### config.mk
export PLATFORM = sky130hd
export DESIGN_NAME = selector_color
export DESIGN_NICKNAME = d
export VERILOG_FILES = /design/src/rtl/selector_color_pkg.sv /design/src/rtl/antirrebote.sv /design/src/rtl/selector_color.sv
export SDC_FILE = /design/constraint.sdc
export NUM_CORES = 1
export LEC_CHECK = 0
export ABC_AREA = 1
export CAP_MARGIN = 20
export CORE_MARGIN = 3
export CORE_UTILIZATION = 40
export CTS_CLUSTER_SIZE = 8
export DETAILED_ROUTE_END_ITERATION = 8
export PLACE_DENSITY = 0.69
export SLEW_MARGIN = 20
export SYNTH_ARGS = -nofsm -noshare
export SYNTH_HDL_FRONTEND = slang
export SYNTH_HIERARCHICAL = 1
export SYNTH_SLANG_ARGS = --single-unit
export TNS_END_PERCENT = 30
### constraint.sdc
create_clock -name reloj -period 1.76 [get_ports reloj]
set_clock_uncertainty 0.05 [all_clocks]
set_input_delay 0.44 -clock reloj [delete_from_list [all_inputs] [get_ports reloj]]
set_output_delay 0.44 -clock reloj [all_outputs]
set_load 0.01 [all_outputs]
### src/rtl/selector_color_pkg.sv
// rtl/selector_color_pkg.sv - Shared widths, reset level and channel indices for selector_color.
package selector_color_pkg;

  localparam int NIVEL_W = 4;
  localparam logic [NIVEL_W-1:0] NIVEL_RESET = 4'hF;
  localparam int NUM_CANALES = 3;

  typedef enum logic [1:0] {
    CANAL_R = 2'd0,
    CANAL_G = 2'd1,
    CANAL_B = 2'd2
  } canal_t;

endpackage

### src/rtl/antirrebote.sv
// rtl/antirrebote.sv - Button synchroniser, debouncer and one-cycle press strobe.
// Auto-repeat while held is built only with SELECTOR_AUTOREPEAT_EN defined.
module antirrebote #(
  parameter int DEBOUNCE_CYCLES = 1_000_000,
  parameter int REPEAT_CYCLES   = 25_000_000
) (
  input  logic reloj,
  input  logic resetM,
  input  logic i_boton,
  output logic o_pulso
);

  localparam int CNT_W = $clog2(DEBOUNCE_CYCLES);
  localparam logic [CNT_W-1:0] CNT_MAX = CNT_W'(DEBOUNCE_CYCLES - 1);
`ifdef SELECTOR_AUTOREPEAT_EN
  localparam bit REPEAT_EN = 1'b1;
`else
  localparam bit REPEAT_EN = 1'b0;
`endif

  logic [1:0]       r_sinc;
  logic             r_estable;
  logic [CNT_W-1:0] r_cnt;
  logic             r_flanco;
  logic             w_repite;

  // r_sinc[1] is the synchronised button; any disagreement must persist to be accepted
  always_ff @(posedge reloj) begin
    if (resetM) begin
      r_sinc    <= 2'b00;
      r_estable <= 1'b0;
      r_cnt     <= '0;
      r_flanco  <= 1'b0;
    end else begin
      r_sinc   <= {r_sinc[0], i_boton};
      r_flanco <= 1'b0;
      if (r_sinc[1] == r_estable) begin
        r_cnt <= '0;
      end else if (r_cnt == CNT_MAX) begin
        r_estable <= r_sinc[1];
        r_cnt     <= '0;
        r_flanco  <= r_sinc[1];
      end else begin
        r_cnt <= r_cnt + 1'b1;
      end
    end
  end

  generate
    if (REPEAT_EN && (REPEAT_CYCLES > 1)) begin : g_repite
      localparam int REP_W = $clog2(REPEAT_CYCLES);
      localparam logic [REP_W-1:0] REP_MAX = REP_W'(REPEAT_CYCLES - 1);
      logic [REP_W-1:0] r_rep;
      logic             r_rep_pulso;

      always_ff @(posedge reloj) begin
        if (resetM || !r_estable) begin
          r_rep       <= '0;
          r_rep_pulso <= 1'b0;
        end else if (r_rep == REP_MAX) begin
          r_rep       <= '0;
          r_rep_pulso <= 1'b1;
        end else begin
          r_rep       <= r_rep + 1'b1;
          r_rep_pulso <= 1'b0;
        end
      end
      assign w_repite = r_rep_pulso;
    end else begin : g_sin_repite
      assign w_repite = 1'b0;
    end
  endgenerate

  assign o_pulso = r_flanco | w_repite;

endmodule

### src/rtl/selector_color.sv
// rtl/selector_color.sv - Debounced per-channel colour levels, published only in vertical blanking.
// SELECTOR_AUTOREPEAT_EN enables auto-repeat inside antirrebote.
module selector_color
  import selector_color_pkg::*;
#(
  parameter int DEBOUNCE_CYCLES = 1_000_000,
  parameter int STEP            = 1,
  parameter int REPEAT_CYCLES   = 25_000_000
) (
  input  logic               reloj,
  input  logic               resetM,
  input  logic               boton_r,
  input  logic               boton_g,
  input  logic               boton_b,
  input  logic               v_on,
  output logic [NIVEL_W-1:0] nivel_r,
  output logic [NIVEL_W-1:0] nivel_g,
  output logic [NIVEL_W-1:0] nivel_b,
  output logic               pulso_r,
  output logic               pulso_g,
  output logic               pulso_b,
  output logic               cambio
);

  localparam logic [NIVEL_W-1:0] PASO = NIVEL_W'(STEP);

  logic [NUM_CANALES-1:0] w_boton;
  logic [NUM_CANALES-1:0] w_pulso;
  logic [NIVEL_W-1:0]     r_sombra [NUM_CANALES];
  logic [NIVEL_W-1:0]     r_nivel  [NUM_CANALES];
  logic                   r_cambio;
  logic                   w_difiere;

  assign w_boton[CANAL_R] = boton_r;
  assign w_boton[CANAL_G] = boton_g;
  assign w_boton[CANAL_B] = boton_b;

  generate
    for (genvar c = 0; c < NUM_CANALES; c++) begin : g_canal
      antirrebote #(
        .DEBOUNCE_CYCLES(DEBOUNCE_CYCLES),
        .REPEAT_CYCLES  (REPEAT_CYCLES)
      ) u_antirrebote (
        .reloj  (reloj),
        .resetM (resetM),
        .i_boton(w_boton[c]),
        .o_pulso(w_pulso[c])
      );
    end
  endgenerate

  always_comb begin
    w_difiere = 1'b0;
    for (int c = 0; c < NUM_CANALES; c++) begin
      if (r_sombra[c] != r_nivel[c]) w_difiere = 1'b1;
    end
  end

  // Presses accumulate in the shadow; the copy to the published level happens only in blanking
  always_ff @(posedge reloj) begin
    if (resetM) begin
      for (int c = 0; c < NUM_CANALES; c++) begin
        r_sombra[c] <= NIVEL_RESET;
        r_nivel[c]  <= NIVEL_RESET;
      end
      r_cambio <= 1'b0;
    end else begin
      for (int c = 0; c < NUM_CANALES; c++) begin
        if (w_pulso[c]) r_sombra[c] <= r_sombra[c] + PASO;
        if (!v_on) r_nivel[c] <= r_sombra[c];
      end
      r_cambio <= !v_on && w_difiere;
    end
  end

  assign nivel_r = r_nivel[CANAL_R];
  assign nivel_g = r_nivel[CANAL_G];
  assign nivel_b = r_nivel[CANAL_B];
  assign pulso_r = w_pulso[CANAL_R];
  assign pulso_g = w_pulso[CANAL_G];
  assign pulso_b = w_pulso[CANAL_B];
  assign cambio  = r_cambio;

endmodule

==> results of run 1 <==
cell usage in the layout (no fill, tap or decap), types with 7 or more instances in the layout:
master,synthesis,layout
nand2_1,167,167
nor2_1,82,82
inv_1,81,81
dfxtp_1,73,73
nor2_2,51,51
nand3_1,36,36
a21oi_1,34,33
edfxtp_1,24,24
nand4_1,21,21
xnor2_1,16,16
dlygate4sd2_1,0,10
clkbuf_16,0,9
o21bai_1,9,9
or2_0,9,9
xor2_1,9,9
buf_4,1,8
clkdlybuf4s50_1,0,7
kinds of logic after synthesis:
kind of cell,Yosys count
AO/OA/AOI/OAI,53
buffers and inverters,90
adder cells (fa/ha/maj),6
XOR/XNOR,25
flip-flops,97
AND/OR/NAND/NOR,384
through the flow:
stage	power (mW)	TNS [ns]	worst slack, ns	instance area [um2]
6_report	4.25	0	0.0556	5640
2_1_floorplan	2.44	0	0.361	4940
3_5_place_dp	2.52	-11.17	-0.221	5360
5_1_grt	4.41	0	0.000493	5640
4_1_cts	4.31	0	0.00196	5620
3_3_place_gp	2.51	-10.25	-0.198	5360
sequential cells by signal (all words and copies together) (netlist names):
signal	cells
g_canal.u_antirrebote/o_pulso	3
g_canal.u_antirrebote/r_sinc	6
g_canal.u_antirrebote/r_estable	3
r_sombra	12
g_canal.u_antirrebote/r_cnt	60
r_nivel	12
cambio	1
repair_timing:
item,in CTS,in global routing
endpoints found under the setup margin,10,5
gates cloned,0,0
gates resized for setup,10,5
hold buffers,0,0
worst min path at each step:
stage	from	to	slack [ns]	cells after the start
floorplan	g_canal[0].u_antirrebote/r_sinc[0]	g_canal[0].u_antirrebote/r_sinc[1]	0.34	2
global placement	g_canal[2].u_antirrebote/r_sinc[0]	g_canal[2].u_antirrebote/r_sinc[1]	0.34	2
detailed placement	g_canal[2].u_antirrebote/r_sinc[0]	g_canal[2].u_antirrebote/r_sinc[1]	0.35	2
CTS	g_canal[2].u_antirrebote/r_sinc[0]	g_canal[2].u_antirrebote/r_sinc[1]	0.35	2
global route	g_canal[0].u_antirrebote/r_sinc[0]	g_canal[0].u_antirrebote/r_sinc[1]	0.37	2
finish	g_canal[0].u_antirrebote/r_sinc[0]	g_canal[0].u_antirrebote/r_sinc[1]	0.35	2
power by group through the flow:
stage	Clock [mW]	Combinational (mW)	Sequential, mW
2_1_floorplan	0	0.0706	2.37
3_3_place_gp	0	0.146	2.37
3_5_place_dp	0	0.149	2.37
4_1_cts	1.85	0.142	2.32
5_1_grt	1.93	0.157	2.32
6_report	1.79	0.139	2.32
tightest hold or removal path: cells and delay by family, from the launching register on:
| kind | cells | cell delay, ns |
|---|---|---|
| and+or+nand+nor | 1 | 0.03 |
| buffers and inverters | 1 | 0.04 |
| DFF | 1 | 0.30 |
area by class of cell:
cell class | count | share of cell area, %
repair buffers | 30 | 5.11
well taps | 164 | 3.64
multi-input cells | 468 | 42.0
clock inverters | 6 | 0.777
clock buffers | 10 | 4.06
flip-flops and latches | 97 | 38.7
inverters | 85 | 5.66
per-layer routing:
layer  up-vias  share of wire, %
met5         -                 0
met4         0               1.9
met3        13               3.3
met2        75                46
met1      1844                48
li1       2148                 -
==> impl_metrics.csv, run 1 <==
group,metric,value,unit
power_and_ir_drop,p_switching,923,uW
setup_path,required,1.27,ns
yosys,ys_top_cells_by_area,"dfxtp_1, edfxtp_1, nand2_1",
yosys,synthMuxAreaShare,0,%
setup_path,crit_buf_inv,1,
yosys,synth_fa_ha_area_share,1.52,%
global_route,grtUsageTotal,14.6,%
power_and_ir_drop,seqPwrFrac,54.6,%
yosys,synth_top_family_by_area,"simple AND/OR/NAND/NOR gates",
global_route,met3_usage,2.47,%
setup_path,endpoint,"pulso_r",
timing,slew_violations,0,
yosys,synth_warnings,6,
finish,regArea,2180,um2
finish,fin_util,47.9,%
global_route,grtUsageMet1,18.3,%
cts,clk_latency,0.34,ns
yosys,ys_ff_latch,97,
power_and_ir_drop,power.internal,3.33,mW
setup_path,crit_cells,1,
floorplan,fp.dieH,117,um
outcome,status,"complete, no violations",
yosys,synth_most_common_cell,"nand2_1",
timing,rsz0062_at_grt,"no",
hold_path,min_path_type,"flip-flop to flip-flop",
cts,cts.path.max_buffers,2,
power_and_ir_drop,vdd_drop_max,0.541,mV
setup_path,rr_startpoint,"g_canal[1].u_antirrebote/r_cnt[0]",
setup_path,slowest_stage,"clkdlybuf4s50_1",
timing,fin_crit,1.70,ns
global_route,antenna_found_initial,0,
global_route,grt_pass1_wl,16200,um
finish,multi_input_area,2370,um2
yosys,yosysSeqAreaShare,44.2,%
setup_path,crit_fanout,2,
setup_path,r2r.worst_path.cells,6,
yosys,syn-num-nets,667,
finish,finalNetCount,703,
yosys,synth_compound_area_share,6.13,%
floorplan,start_util,42.0,%
yosys,syn_avg_cell_area,7.54,um2
floorplan,num_io_pins,22,
yosys,async_reset_ff_share,0,%
setup_path,arrival,1.21,ns
cts,ctsRootBufferMaster,"clkbuf_16",
yosys,synth_simple_gate_area_share,35.8,%
place,dp_hpwl,7070,um
drt,dr.pass1.iters,4,
timing,setup_viol,0,
place,place.gp.congestion,0.861,
drt,drt_iter0_drc,328,
drt,wl_per_cell,10.9,um
place,place_inst,844,
finish,diodes,0,
floorplan,coreArea,11800,um2
setup_path,critPathLaunch,"g_canal[0].u_antirrebote/o_pulso",
cts,htreeDepth,3,
setup_path,cp_top_family,"buffers and inverters",
setup_path,critPathKind,"flip-flop to output port",
yosys,netlist_instances,655,
job,cap_violations,0,
setup_path,crit_path_start_kind,"flip-flop",
cts,cts_tree,"yes",
setup_path,end_kind,"output port",
place,portBuffers,21,
drt,drc,0,
setup_path,max_stage_delay,0.54,ns
power_and_ir_drop,power.density,754,nW/um2
cts,clkSlewWorstSetupHoldPaths,0.07,ns
global_route,grt_pass1_vias,3836,
setup_path,crit_path_cell_trace,"clkdlybuf4s50_1",
finish,n_fill_cell,1138,
cts,cts_setup_buffers,0,
drt,routed_wl,9370,um
setup_path,reg2reg_to,"g_canal[1].u_antirrebote/r_cnt[15]",
power_and_ir_drop,p_comb_share,3.3,%
finish,layout-drive-gt1-share,13.4,%
timing,maxSlewHeadroom,80.8,%
finish,syn_to_final_growth,14.1,%
finish,final_cells,860,
timing,worst_pin_slew,0.288,ns
global_route,busiest_layer,"met2",
power_and_ir_drop,p_sw_share,21.7,%
global_route,grt_max_degree,20,
yosys,ys.flop_type,"dfxtp_1",
power_and_ir_drop,p_leak,2.01,nW
cts,cts_sinks,97,
yosys,synth.distinct_cells,27,
timing,hold_violations,0,
yosys,syn_area,4940,um2
yosys,synthXorXnorAreaFrac,4.43,%
floorplan,dieArea,13700,um2
cts,cts_made_buffers,9,
timing,min_period_over_period,96.8,%
global_route,grt_overflow,0,
drt,vias_per_cell,4.74,
setup_path,r2r_slack,0.18,ns
yosys,synth_top_area_share,29.6,%
power_and_ir_drop,pwr-share-clk,42.2,%
yosys,synth_commonest_cells,"nand2_1, nor2_1, inv_1",
timing,holdWs,0.353,ns
yosys,synth_edf_count,24,
drt,ant_nets,0,
global_route,gr-usage-met2,24.3,%
floorplan,die_x,117,um
timing,fmax,0.587,GHz
drt,num_vias,4080,
yosys,synth_top_area_cell,"dfxtp_1",
floorplan,num_rows,39,
Power figures use the tool's default switching activity.
==> run 2: changes to the inputs <==
- CORE_ASPECT_RATIO: default -> 2
==> impl_metrics.csv, run 2 (synthesis results as in run 1) <==
group,metric,value,unit
finish,postLayoutCellArea,5610,um2
cts,cts_made_buffers,9,
floorplan,fp.dieH,163,um
finish,final_cell_mix,"nand2_1, nor2_1, inv_1, dfxtp_1, nor2_2",
power_and_ir_drop,pwr-share-clk,43.9,%
floorplan,num_io_pins,22,
global_route,grt_max_degree,20,
timing,maxSlewHeadroom,81.7,%
setup_path,crit_buf_inv,1,
cts,cts_sinks,97,
setup_path,crit_path_start_kind,"flip-flop",
global_route,grt_pass1_wl,17600,um
power_and_ir_drop,p_comb_share,3.1,%
finish,finalNetCount,702,
setup_path,max_stage_delay,0.54,ns
power_and_ir_drop,seqPwrFrac,53.0,%
finish,fin_util,47.1,%
timing,setup_viol,0,
timing,fmax,0.582,GHz
power_and_ir_drop,power.internal,3.36,mW
place,place_inst,824,
drt,routed_wl,10200,um
timing,setup_ws,0.0412,ns
drt,drt_iter0_drc,154,
power_and_ir_drop,power.density,779,nW/um2
timing,fin_crit,1.72,ns
drt,ant_nets,0,
cts,clk_latency,0.35,ns
power_and_ir_drop,p_leak,1.97,nW
setup_path,required,1.27,ns
cts,cts.path.max_buffers,2,
timing,worst_pin_slew,0.272,ns
drt,num_vias,4180,
place,placed_area,5330,um2
setup_path,end_kind,"output port",
finish,largest_reg_flops,60,
cts,cts_tree,"yes",
place,dp_hpwl,7700,um
finish,layout-drive-gt1-share,13.4,%
job,cap_violations,0,
drt,dr.pass1.iters,4,
place,place.gp.congestion,0.891,
power_and_ir_drop,p_sw_share,23.3,%
cts,cts_setup_buffers,0,
setup_path,arrival,1.23,ns
setup_path,critPathKind,"flip-flop to output port",
setup_path,slowest_stage,"clkdlybuf4s50_1",
power_and_ir_drop,vdd_drop_max,0.532,mV
power_and_ir_drop,totalPowerFinal,4.37,mW
timing,min_period_over_period,97.7,%
finish,final_cells,840,
cts,htreeDepth,3,
finish,diodes,0,
global_route,grt_pass1_vias,4215,
power_and_ir_drop,p_switching,1.02,mW
cts,clkSlewWorstSetupHoldPaths,0.07,ns
timing,rsz0062_at_grt,"no",
cts,cts_hold_buf,0,
global_route,antenna_found_initial,0,
floorplan,num_rows,56,
finish,regMostFlops,"g_canal.u_antirrebote/r_cnt",
hold_path,min_path_type,"flip-flop to flip-flop",
finish,reg_top3,"g_canal.u_antirrebote/r_cnt: 60 flops, r_nivel: 12 flops, r_sombra: 12 flops",
finish,syn_to_final_growth,13.7,%
floorplan,die_x,84.6,um
setup_path,crit_fanout,2,
floorplan,dieArea,13800,um2
global_route,grt_overflow,0,
cts,ctsRootBufferMaster,"clkbuf_16",
drt,drc,0,
floorplan,start_util,41.5,%
outcome,status,"complete, no violations",
floorplan,coreArea,11900,um2
setup_path,cp_top_family,"buffers and inverters",
timing,hold_violations,0,
drt,wl_per_cell,12.2,um
place,dp_worst_setup_slack,-0.246,ns
finish,final_common_cell,"nand2_1",
place,portBuffers,21,
drt,vias_per_cell,4.98,
timing,slew_violations,0,
global_route,grtUsageTotal,15.6,%
setup_path,crit_path_cell_trace,"clkdlybuf4s50_1",
run 2: cell count changes in the layout (fill, tap and decap cells not counted):
| cell | change |
|---|---|
| clkbuf_1 | -1 |
| inv_8 | +2 |
| inv_6 | +2 |
| dlygate4sd2_1 | +1 |
| dlymetal6s2s_1 | -3 |
| buf_4 | -1 |
| clkinv_4 | -1 |
| clkdlybuf4s50_1 | +2 |
| clkinv_2 | -2 |
run 2: power groups by stage:
stage                     Sequential, mW  Clock, mW  Combinational (mW)
final                               2.32       1.92               0.137
after global routing                2.32       2.07               0.153
after CTS                           2.32       1.99               0.139
after detailed placement            2.37          0               0.148
after global placement              2.37          0               0.145
after floorplan                     2.37          0              0.0706
run 2: final cells by class:
cell class | count | area (um2)
fillers | 1179 | 6300
multi-input cells | 468 | 2370
flip-flops and latches | 97 | 2180
inverters | 85 | 319
repair buffers | 29 | 272
clock buffers | 9 | 225
well taps | 145 | 181
clock inverters | 7 | 65.1
run 2: final timing paths:
check / slack, ns / endpoint / start / cells past startpoint
worst max-delay path: 0.04 / pulso_b / g_canal[2].u_antirrebote/o_pulso / 1
worst min-delay path: 0.36 / g_canal[2].u_antirrebote/r_sinc[1] / g_canal[2].u_antirrebote/r_sinc[0] / 2
worst max register to register: 0.18 / g_canal[2].u_antirrebote/r_cnt[15] / g_canal[2].u_antirrebote/r_cnt[0] / 6
worst min register to register: 0.36 / g_canal[2].u_antirrebote/r_sinc[1] / g_canal[2].u_antirrebote/r_sinc[0] / 2
run 2: timing repair:
item / CTS / global route
gates resized for setup: 11 / 2
setup endpoints to repair: 11 / 4
cloned: 0 / 0
hold endpoints to repair: 0 / 0
run 2: layer usage:
metal	GRT usage, %	wire length [um]	part of all wire [%]	up-vias
met5	0	0	0	-
met4	9.37	417	4.1	0
met3	3.23	279	2.7	32
met2	29.7	5700	56	84
met1	14.7	3830	37	1923
li1	-	-	-	2141
run 2: metrics by stage:
stage / setup TNS [ns] / hold slack [ns]
after floorplan: 0 / 0.338
after global placement: -10.92 / 0.340
after detailed placement: -12.04 / 0.348
after CTS: 0 / 0.359
after global routing: 0 / 0.373
final: 0 / 0.359
run 2: worst reg2reg max path: cells and delay by family, from the launching register on:
| family | cells | cell delay [ns] |
|---|---|---|
| AND/OR/NAND/NOR | 4 | 0.76 |
| AO/OA/AOI/OAI | 1 | 0.08 |
| adder cells (fa/ha/maj) | 1 | 0.22 |
| flip-flops | 1 | 0.37 |
==> run 3: changes to the inputs <==
- CTS_CLUSTER_DIAMETER: default -> 120
==> results of run 3 <==
No change in the layout: final DEF, timing and power equal those of run 2.
